--- config.mk ---
export PLATFORM = sky130hd
export DESIGN_NAME = grid_ccff_multichain_loader
export DESIGN_NICKNAME = d
export VERILOG_FILES = /design/src/rtl/grid_ccff_multichain_loader.sv
export SDC_FILE = /design/constraint.sdc
export NUM_CORES = 1
export LEC_CHECK = 0
export BUFFER_PORTS_ARGS = -buffer_cell sky130_fd_sc_hd__buf_2
export CAP_MARGIN = 20
export CORE_MARGIN = 2
export CORE_UTILIZATION = 35
export DETAILED_ROUTE_END_ITERATION = 8
export SLEW_MARGIN = 0
export SYNTH_ARGS = -nofsm -noshare
export SYNTH_HDL_FRONTEND = slang
export SYNTH_HIERARCHICAL = 1
export SYNTH_SLANG_ARGS = --single-unit
--- constraint.sdc ---
create_clock -name prog_clk -period 3.4 [get_ports prog_clk]
set_input_delay 0.17 -clock prog_clk [delete_from_list [all_inputs] [get_ports prog_clk]]
set_output_delay 0.17 -clock prog_clk [all_outputs]
set_load 0.03 [all_outputs]
--- src/rtl/grid_ccff_multichain_loader.sv ---
// Multi-chain configuration loader: streams one bit per chain per beat, checks
// per-chain parity against a trailer beat and optionally verifies by recirculation.

module grid_ccff_lane (
    input  logic prog_clk,
    input  logic pReset,
    input  logic clr,
    input  logic load_acc,
    input  logic tail_acc,
    input  logic cfg_bit,
    input  logic tail_bit,
    output logic load_par,
    output logic tail_par
);
    always_ff @(posedge prog_clk) begin
        if (!pReset || clr) begin
            load_par <= 1'b0;
            tail_par <= 1'b0;
        end else begin
            if (load_acc) load_par <= load_par ^ cfg_bit;
            if (tail_acc) tail_par <= tail_par ^ tail_bit;
        end
    end
endmodule

module grid_ccff_multichain_loader #(
    parameter int NUM_CHAINS = 4,
    parameter int CHAIN_LEN  = 64,
    parameter int VERIFY_EN  = 1
) (
    input  logic                          prog_clk,
    input  logic                          pReset,
    input  logic                          Test_en,
    input  logic                          start,
    input  logic                          cfg_valid,
    output logic                          cfg_ready,
    input  logic [NUM_CHAINS-1:0]         cfg_data,
    output logic [NUM_CHAINS-1:0]         ccff_head,
    output logic                          ccff_shift_en,
    input  logic [NUM_CHAINS-1:0]         ccff_tail,
    output logic                          busy,
    output logic                          done,
    output logic                          err,
    output logic [NUM_CHAINS-1:0]         err_chain,
    output logic [$clog2(CHAIN_LEN+1)-1:0] beat_cnt
);
    localparam int CNT_W = $clog2(CHAIN_LEN + 1);

    typedef enum logic [2:0] {
        S_IDLE, S_LOAD, S_CHECK, S_VERIFY, S_DONE, S_ERR
    } state_t;

    state_t state;

    logic in_load, in_check, in_verify, can_start, go, accept, vfy_acc, last;
    logic [NUM_CHAINS-1:0] load_par, tail_par, mism_chk, mism_vfy;

    assign in_load   = (state == S_LOAD);
    assign in_check  = (state == S_CHECK);
    assign in_verify = (state == S_VERIFY);
    assign can_start = (state == S_IDLE) || (state == S_DONE) || (state == S_ERR);
    assign go        = start && !Test_en && can_start;
    assign busy      = in_load || in_check || in_verify;

    assign cfg_ready     = (in_load || in_check) && !Test_en;
    assign ccff_shift_en = !Test_en && ((in_load && cfg_valid) || in_verify);
    assign ccff_head     = in_load ? cfg_data : (in_verify ? ccff_tail : '0);

    assign accept  = in_load && cfg_valid && !Test_en;
    assign vfy_acc = in_verify && !Test_en;
    assign last    = (beat_cnt == CNT_W'(CHAIN_LEN - 1));

    // The final verify cycle folds the current tail bit in combinationally so the
    // decision lands on the same edge as the last recirculating shift.
    assign mism_chk = cfg_data ^ load_par;
    assign mism_vfy = tail_par ^ ccff_tail ^ load_par;

    grid_ccff_lane u_lane [NUM_CHAINS-1:0] (
        .prog_clk (prog_clk),
        .pReset   (pReset),
        .clr      (go),
        .load_acc (accept),
        .tail_acc (vfy_acc),
        .cfg_bit  (cfg_data),
        .tail_bit (ccff_tail),
        .load_par (load_par),
        .tail_par (tail_par)
    );

    always_ff @(posedge prog_clk) begin
        if (!pReset) begin
            state     <= S_IDLE;
            done      <= 1'b0;
            err       <= 1'b0;
            err_chain <= '0;
            beat_cnt  <= '0;
        end else if (Test_en) begin
            state     <= S_IDLE;
            done      <= 1'b0;
            err       <= 1'b0;
            err_chain <= '0;
            beat_cnt  <= '0;
        end else begin
            case (state)
                S_IDLE, S_DONE, S_ERR: begin
                    if (start) begin
                        state     <= S_LOAD;
                        done      <= 1'b0;
                        err       <= 1'b0;
                        err_chain <= '0;
                        beat_cnt  <= '0;
                    end
                end
                S_LOAD: begin
                    if (cfg_valid) begin
                        if (last) begin
                            state    <= S_CHECK;
                            beat_cnt <= '0;
                        end else begin
                            beat_cnt <= beat_cnt + CNT_W'(1);
                        end
                    end
                end
                S_CHECK: begin
                    if (cfg_valid) begin
                        if (|mism_chk) begin
                            state     <= S_ERR;
                            err       <= 1'b1;
                            err_chain <= mism_chk;
                        end else if (VERIFY_EN != 0) begin
                            state <= S_VERIFY;
                        end else begin
                            state <= S_DONE;
                            done  <= 1'b1;
                        end
                    end
                end
                S_VERIFY: begin
                    if (last) begin
                        beat_cnt <= '0;
                        if (|mism_vfy) begin
                            state     <= S_ERR;
                            err       <= 1'b1;
                            err_chain <= mism_vfy;
                        end else begin
                            state <= S_DONE;
                            done  <= 1'b1;
                        end
                    end else begin
                        beat_cnt <= beat_cnt + CNT_W'(1);
                    end
                end
                default: state <= S_IDLE;
            endcase
        end
    end
endmodule
# == After elaboration in Yosys (flattened, before gate mapping) ==
# Index checks and enable logic that the tools add are counted.
# word_totals
output_inout_bits,20
ff_bits,24
word_cells,96
in_bits,13
# op_classes
n_eq_ne,14
mux,29
addsub,1
reduce_logical,27
n_bitwise,12
# op_table
operator,count
$mux 4,7
$mux 7,3
$pmux 7 s3,1
$mux 3,6
$pmux 3 s4,1
$pmux 4 s3,1
$xor 4x4->4,3
$mux 1,8
$ne 2x1->1 const B,4
$ne 2x2->1 const B,4
$reduce_or 4->1,2
$xor 1x1->1,8
$add 7x1->7 const B,1
$eq 7x6->1 const B,1
$logic_and 1x1->1,7
$eq 3x2->1 const B,2
$eq 3x3->1 const B,2
$logic_or 1x1->1,6
$reduce_and 6->1,1
$reduce_bool 3->1,2
$reduce_and 5->1,1
$reduce_and 4->1,1
$eq 3x1->1 const B,1
$logic_not 3->1,1
other kinds (8),9

# == Longest topological paths before layout ==
# logic_depth
depth_word,6
ltp_mapped,7
depth_no_buf,6

# == Modules after synthesis ==
# Netlist, hierarchy kept.
# modules_own_cells
module,instances,area_each_um2,cells_per_inst,seq_area_each_um2
grid_ccff_multichain_loader,1,1208.7,151,320.3
grid_ccff_lane,4,91.3,9,40.0

# == Worst setup path after synthesis ==
# OpenSTA, ideal clock, no wires.
# synth_path
path_type,reg-to-output
from,register state[0]
to,output ccff_shift_en
required_time_ns,3.230
slack_ns,1.578
path_buffers,2
path_stages_with_launch,5
arrival_ns,1.652
cell_sequence,dfxtp_1 -> buf_2 -> or2b_2 -> buf_2 -> nor3_1
# synth_between
elab_chain_len,4
word_cells_on_any_way,5
cone_classes,2 x eq/ne; 3 x reduce/logical
# synth_rtl
element,line,rtl
"start, declared",53,state_t state;
"start signal, assigned",92,state <= S_IDLE;
"start signal, assigned",98,state <= S_IDLE;
"start signal, assigned",107,state <= S_LOAD;
$eq 3x1->1,58,assign in_load = (state == S_LOAD);
$logic_and 1x1->1,66,assign ccff_shift_en = !Test_en && ((in_load && cfg_valid) || in_verify);
$logic_or 1x1->1 *,66,
$logic_and 1x1->1 *,66,
"end, declared",39,"output logic ccff_shift_en,"
# Every way passes the cells marked *; elsewhere a longest branch is shown, timed or not.

# == Worst setup path in the final report ==
# layout_path
from,register state[1]
to,register u_lane[3].tail_par
# layout_between
word_cells_on_any_way,9
cone_classes,3 x eq/ne; 6 x reduce/logical
# layout_lines
element,line,rtl
$eq 3x2->1,60,assign in_verify = (state == S_VERIFY);
$logic_and 1x1->1,70,assign vfy_acc = in_verify && !Test_en;
via vfy_acc,55,"logic in_load, in_check, in_verify, can_start, go, accept, vfy_acc, last;"
"end signal, assigned",21,if (tail_acc) tail_par <= tail_par ^ tail_bit;
"end, declared",13,output logic tail_par
# The timed path passes the listed nets, and every way through them passes these cells.
# A chain may end at the register's enable or synchronous reset.

==> flow_summary.toml <==
[min_path]
min_from = "cfg_data[1]"
min_to = "u_lane[1]/load_par$_SDFFE_PP0P_"
worstHoldPathCells = 3
min_path_type = "in -> reg"

[yosys]
synth_compound_area_share_pct = 17.4
yosys_warnings = 6
synth_nets = 201
yosys.area_share.adder_pct = 0.795
synth_xor_xnor_area_share_pct = 15.2
synth_enable_flop_cells = 0
synthArstFlopShare_pct = 0
ys_seq_area_share_pct = 30.5
ys_ff_latch = 24
synth_cell_types = 38
synth_ff_type = "dfxtp_1"
synth-simple-area-share_pct = 25.3
synth_cells = 187
synthMuxAreaShare_pct = 7.23
synth_area_per_cell_um2 = 8.42
syn-cell-area_mm2 = 0.00157
synth_top_family_by_area = "simple AND/OR/NAND/NOR gates"

[power_and_ir_drop]
peakVddDrop_v = 0.000208
p_leak_nw = 0.740
p_per_area_mw_per_mm2 = 344

[sta]
tightest_slew_ns = 0.972
relSlewSlack_pct = 34.7
slew_viol_final = 0
setup-violations-final = 0
fmax_mhz = 438
period_needed_ns = 2.28
whs_ns = 0.214
skew_ns = 0.00534
finalCritPeriodShare_pct = 67.1
finalSetupTns_ns = 0
rsz0062_at_grt = "false"
hold_viol_final = 0

[grt]
track_usage_pct = 15.4
grt_max_degree = 18
grt_pass1_vias = 1321
grt_overflow = 0
grt_pass1_wl_mm = 6.31
antenna_found_initial = 0

[clocking]
cts_setup_buffers = 0
cts_tree = "built"
clock_sinks = 24
cts_buffer_depth = 2
cts-resized-gates = 0
ctsHoldBuffers = 0
clk_pin_slew_worst_paths_ns = 0.09
cts_max_level = 1
clock_latency_ns = 0.27
numCtsBuffers = 3
root_buffer = "clkbuf_8"

[setup_path]
critical_path_class = "reg -> reg"
path_buf_inv = 1
critPathMaxStageDelay_ns = 0.83
required_ns = 3.61
rr_startpoint = "state[1]$_SDFFE_PP0P_"
crit_family = "simple AND/OR/NAND/NOR gates"
crit_arrival_ns = 2.49
worst-path-max-fanout = 17
crit_path_end_kind = "flop"
r2r-end = "u_lane[3]/tail_par$_SDFFE_PP0P_"
rrSetupSlack_ns = 1.12
cp_slowest_cell = "nor3_1"
critPathLaunchType = "flop"
path_cells = "clkinv_2 > nor3_1 > nand3b_1 > a21oi_1"
reg2reg_depth = 4

[floorplan]
rows = 24
io_pins = 33
die_h_um = 71.1
start_util_pct = 36.1
die-area_mm2 = 0.00505
chipWidth_um = 71.1
coreArea_mm2 = 0.00435

[layout]
drive_gt1_share_pct = 20.4
antenna_cells = 0
fill_cells = 456
area_growth_pct = 16.5
nets = 231

[detailed_routing]
wl_per_cell_um = 13.8
dr.pass1.iters = 4
drtAntennaViolNets = 0
drc = 0
drt_iter0_drc = 63
num_vias = 1345
viasPerCell = 5.02
routed_wl_mm = 3.69

[run]
max_cap_viol_count = 0

[place]
io_buffers = 32
routabilityCongestion = 0.806
post-dp-hpwl_mm = 2.71

[run_status]
status = "finished, final reports clean"
==> metrics by stage <==
stage	cells	worst slack, ns	util (%)	power [W]	cell area [µm²]
floorplan	187	1.58	-	0.000352	1570
global placement	264	1.31	40.5	0.000381	1760
detailed placement	264	1.24	40.5	0.000381	1760
CTS	268	1.20	42.1	0.000635	1830
global route	268	0.902	42.1	0.000658	1830
finish	268	1.12	42.1	0.000630	1830
==> power by group <==
group          internal (W)  switching [W]   total, W  leakage, nW
clock              0.000157      0.0000982   0.000256       0.0357
sequential         0.000283     0.00000177   0.000285        0.194
combinational     0.0000347      0.0000552  0.0000899        0.511
==> registers in the layout, indices dropped and copies added (netlist names) <==
register / flops
u_lane/tail_par: 4
err_chain: 4
err: 1
state: 3
beat_cnt: 7
u_lane/load_par: 4
done: 1
==> worst max-delay path by stage <==
| stage | from | endpoint | slack (ns) | cells past startpoint |
|---|---|---|---|---|
| CTS | state[1]$_SDFFE_PP0P_ | u_lane[3]/tail_par$_SDFFE_PP0P_ | 1.20 | 4 |
| detailed placement | state[1]$_SDFFE_PP0P_ | u_lane[3]/tail_par$_SDFFE_PP0P_ | 1.24 | 4 |
| global route | state[1]$_SDFFE_PP0P_ | u_lane[3]/tail_par$_SDFFE_PP0P_ | 0.90 | 4 |
| global placement | state[1]$_SDFFE_PP0P_ | u_lane[0]/tail_par$_SDFFE_PP0P_ | 1.31 | 4 |
| finish | state[1]$_SDFFE_PP0P_ | u_lane[3]/tail_par$_SDFFE_PP0P_ | 1.12 | 4 |
| floorplan | state[0]$_SDFFE_PP0P_ | ccff_shift_en | 1.58 | 4 |
==> layer usage <==
metal	track usage [%]	vias to the layer above	routed length (µm)	share of wire [%]
li1	-	712	-	-
met1	21.8	599	1950	53
met2	23.8	32	1550	42
met3	4.42	2	178	4.8
met4	2.73	0	19	0.51
met5	0	-	0	0
==> tightest hold or removal path, delay by kind of cell <==
family | cells | cell delay, ns
simple gates | 1 | 0.08
buf+inv | 1 | 0.13
compound gates | 1 | 0.06
==> cell type report <==
cell class	instances	area [µm²]	area share, %
Clock buffer	3	41.3	2.25
Clock inverter	1	30.0	1.64
Multi-Input combinational cell	152	1040	56.5
Inverter	3	12.5	0.682
Tap cell	52	65.1	3.55
Sequential cell	24	480	26.2
Timing Repair Buffer	33	168	9.14
==> synthesized netlist by cell type, drive strengths merged (2+ instances only) <==
| library cell | instances | area (µm²) |
|---|---|---|
| dfxtp | 24 | 480 |
| a21oi | 21 | 105 |
| nor2 | 21 | 81.3 |
| nand2 | 17 | 63.8 |
| mux2i | 11 | 114 |
| xnor2 | 11 | 96.3 |
| nor3 | 9 | 50.1 |
| a21bo | 8 | 80.1 |
| nand3b | 8 | 60.1 |
| nand2b | 7 | 43.8 |
| o21ai | 7 | 35.0 |
| buf | 6 | 36.3 |
| xor2 | 6 | 52.6 |
| xnor3 | 4 | 90.1 |
| and3 | 3 | 18.8 |
| nand4 | 3 | 25.0 |
| a211oi | 2 | 15.0 |
| clkbuf | 2 | 7.51 |
| inv | 2 | 7.51 |
| nand3 | 2 | 10.0 |
| nor2b | 2 | 15.0 |
| o211ai | 2 | 15.0 |
==> cells in the final DEF (no fill, tap or decap), drive strengths merged, types with 6 or more instances in the layout <==
cell | synthesis | layout
buf | 6 | 33
xor2 | 6 | 6
xnor2 | 11 | 11
nand2 | 17 | 17
a21oi | 21 | 21
a21bo | 8 | 8
mux2i | 11 | 11
nand2b | 7 | 7
nor3 | 9 | 9
o21ai | 7 | 7
nor2 | 21 | 21
dfxtp | 24 | 24
nand3b | 8 | 8
==> cells by family (layout without fill, tap and decap cells) <==
group,Yosys count,count (layout)
AND/OR/NAND/NOR,76,76
multiplexers,11,11
adder cells (fa/ha/maj),1,1
XOR/XNOR,21,21
buffers and inverters,11,40
flip-flops,24,24
AO/OA/AOI/OAI,43,43
Power figures use the tool's default switching activity.
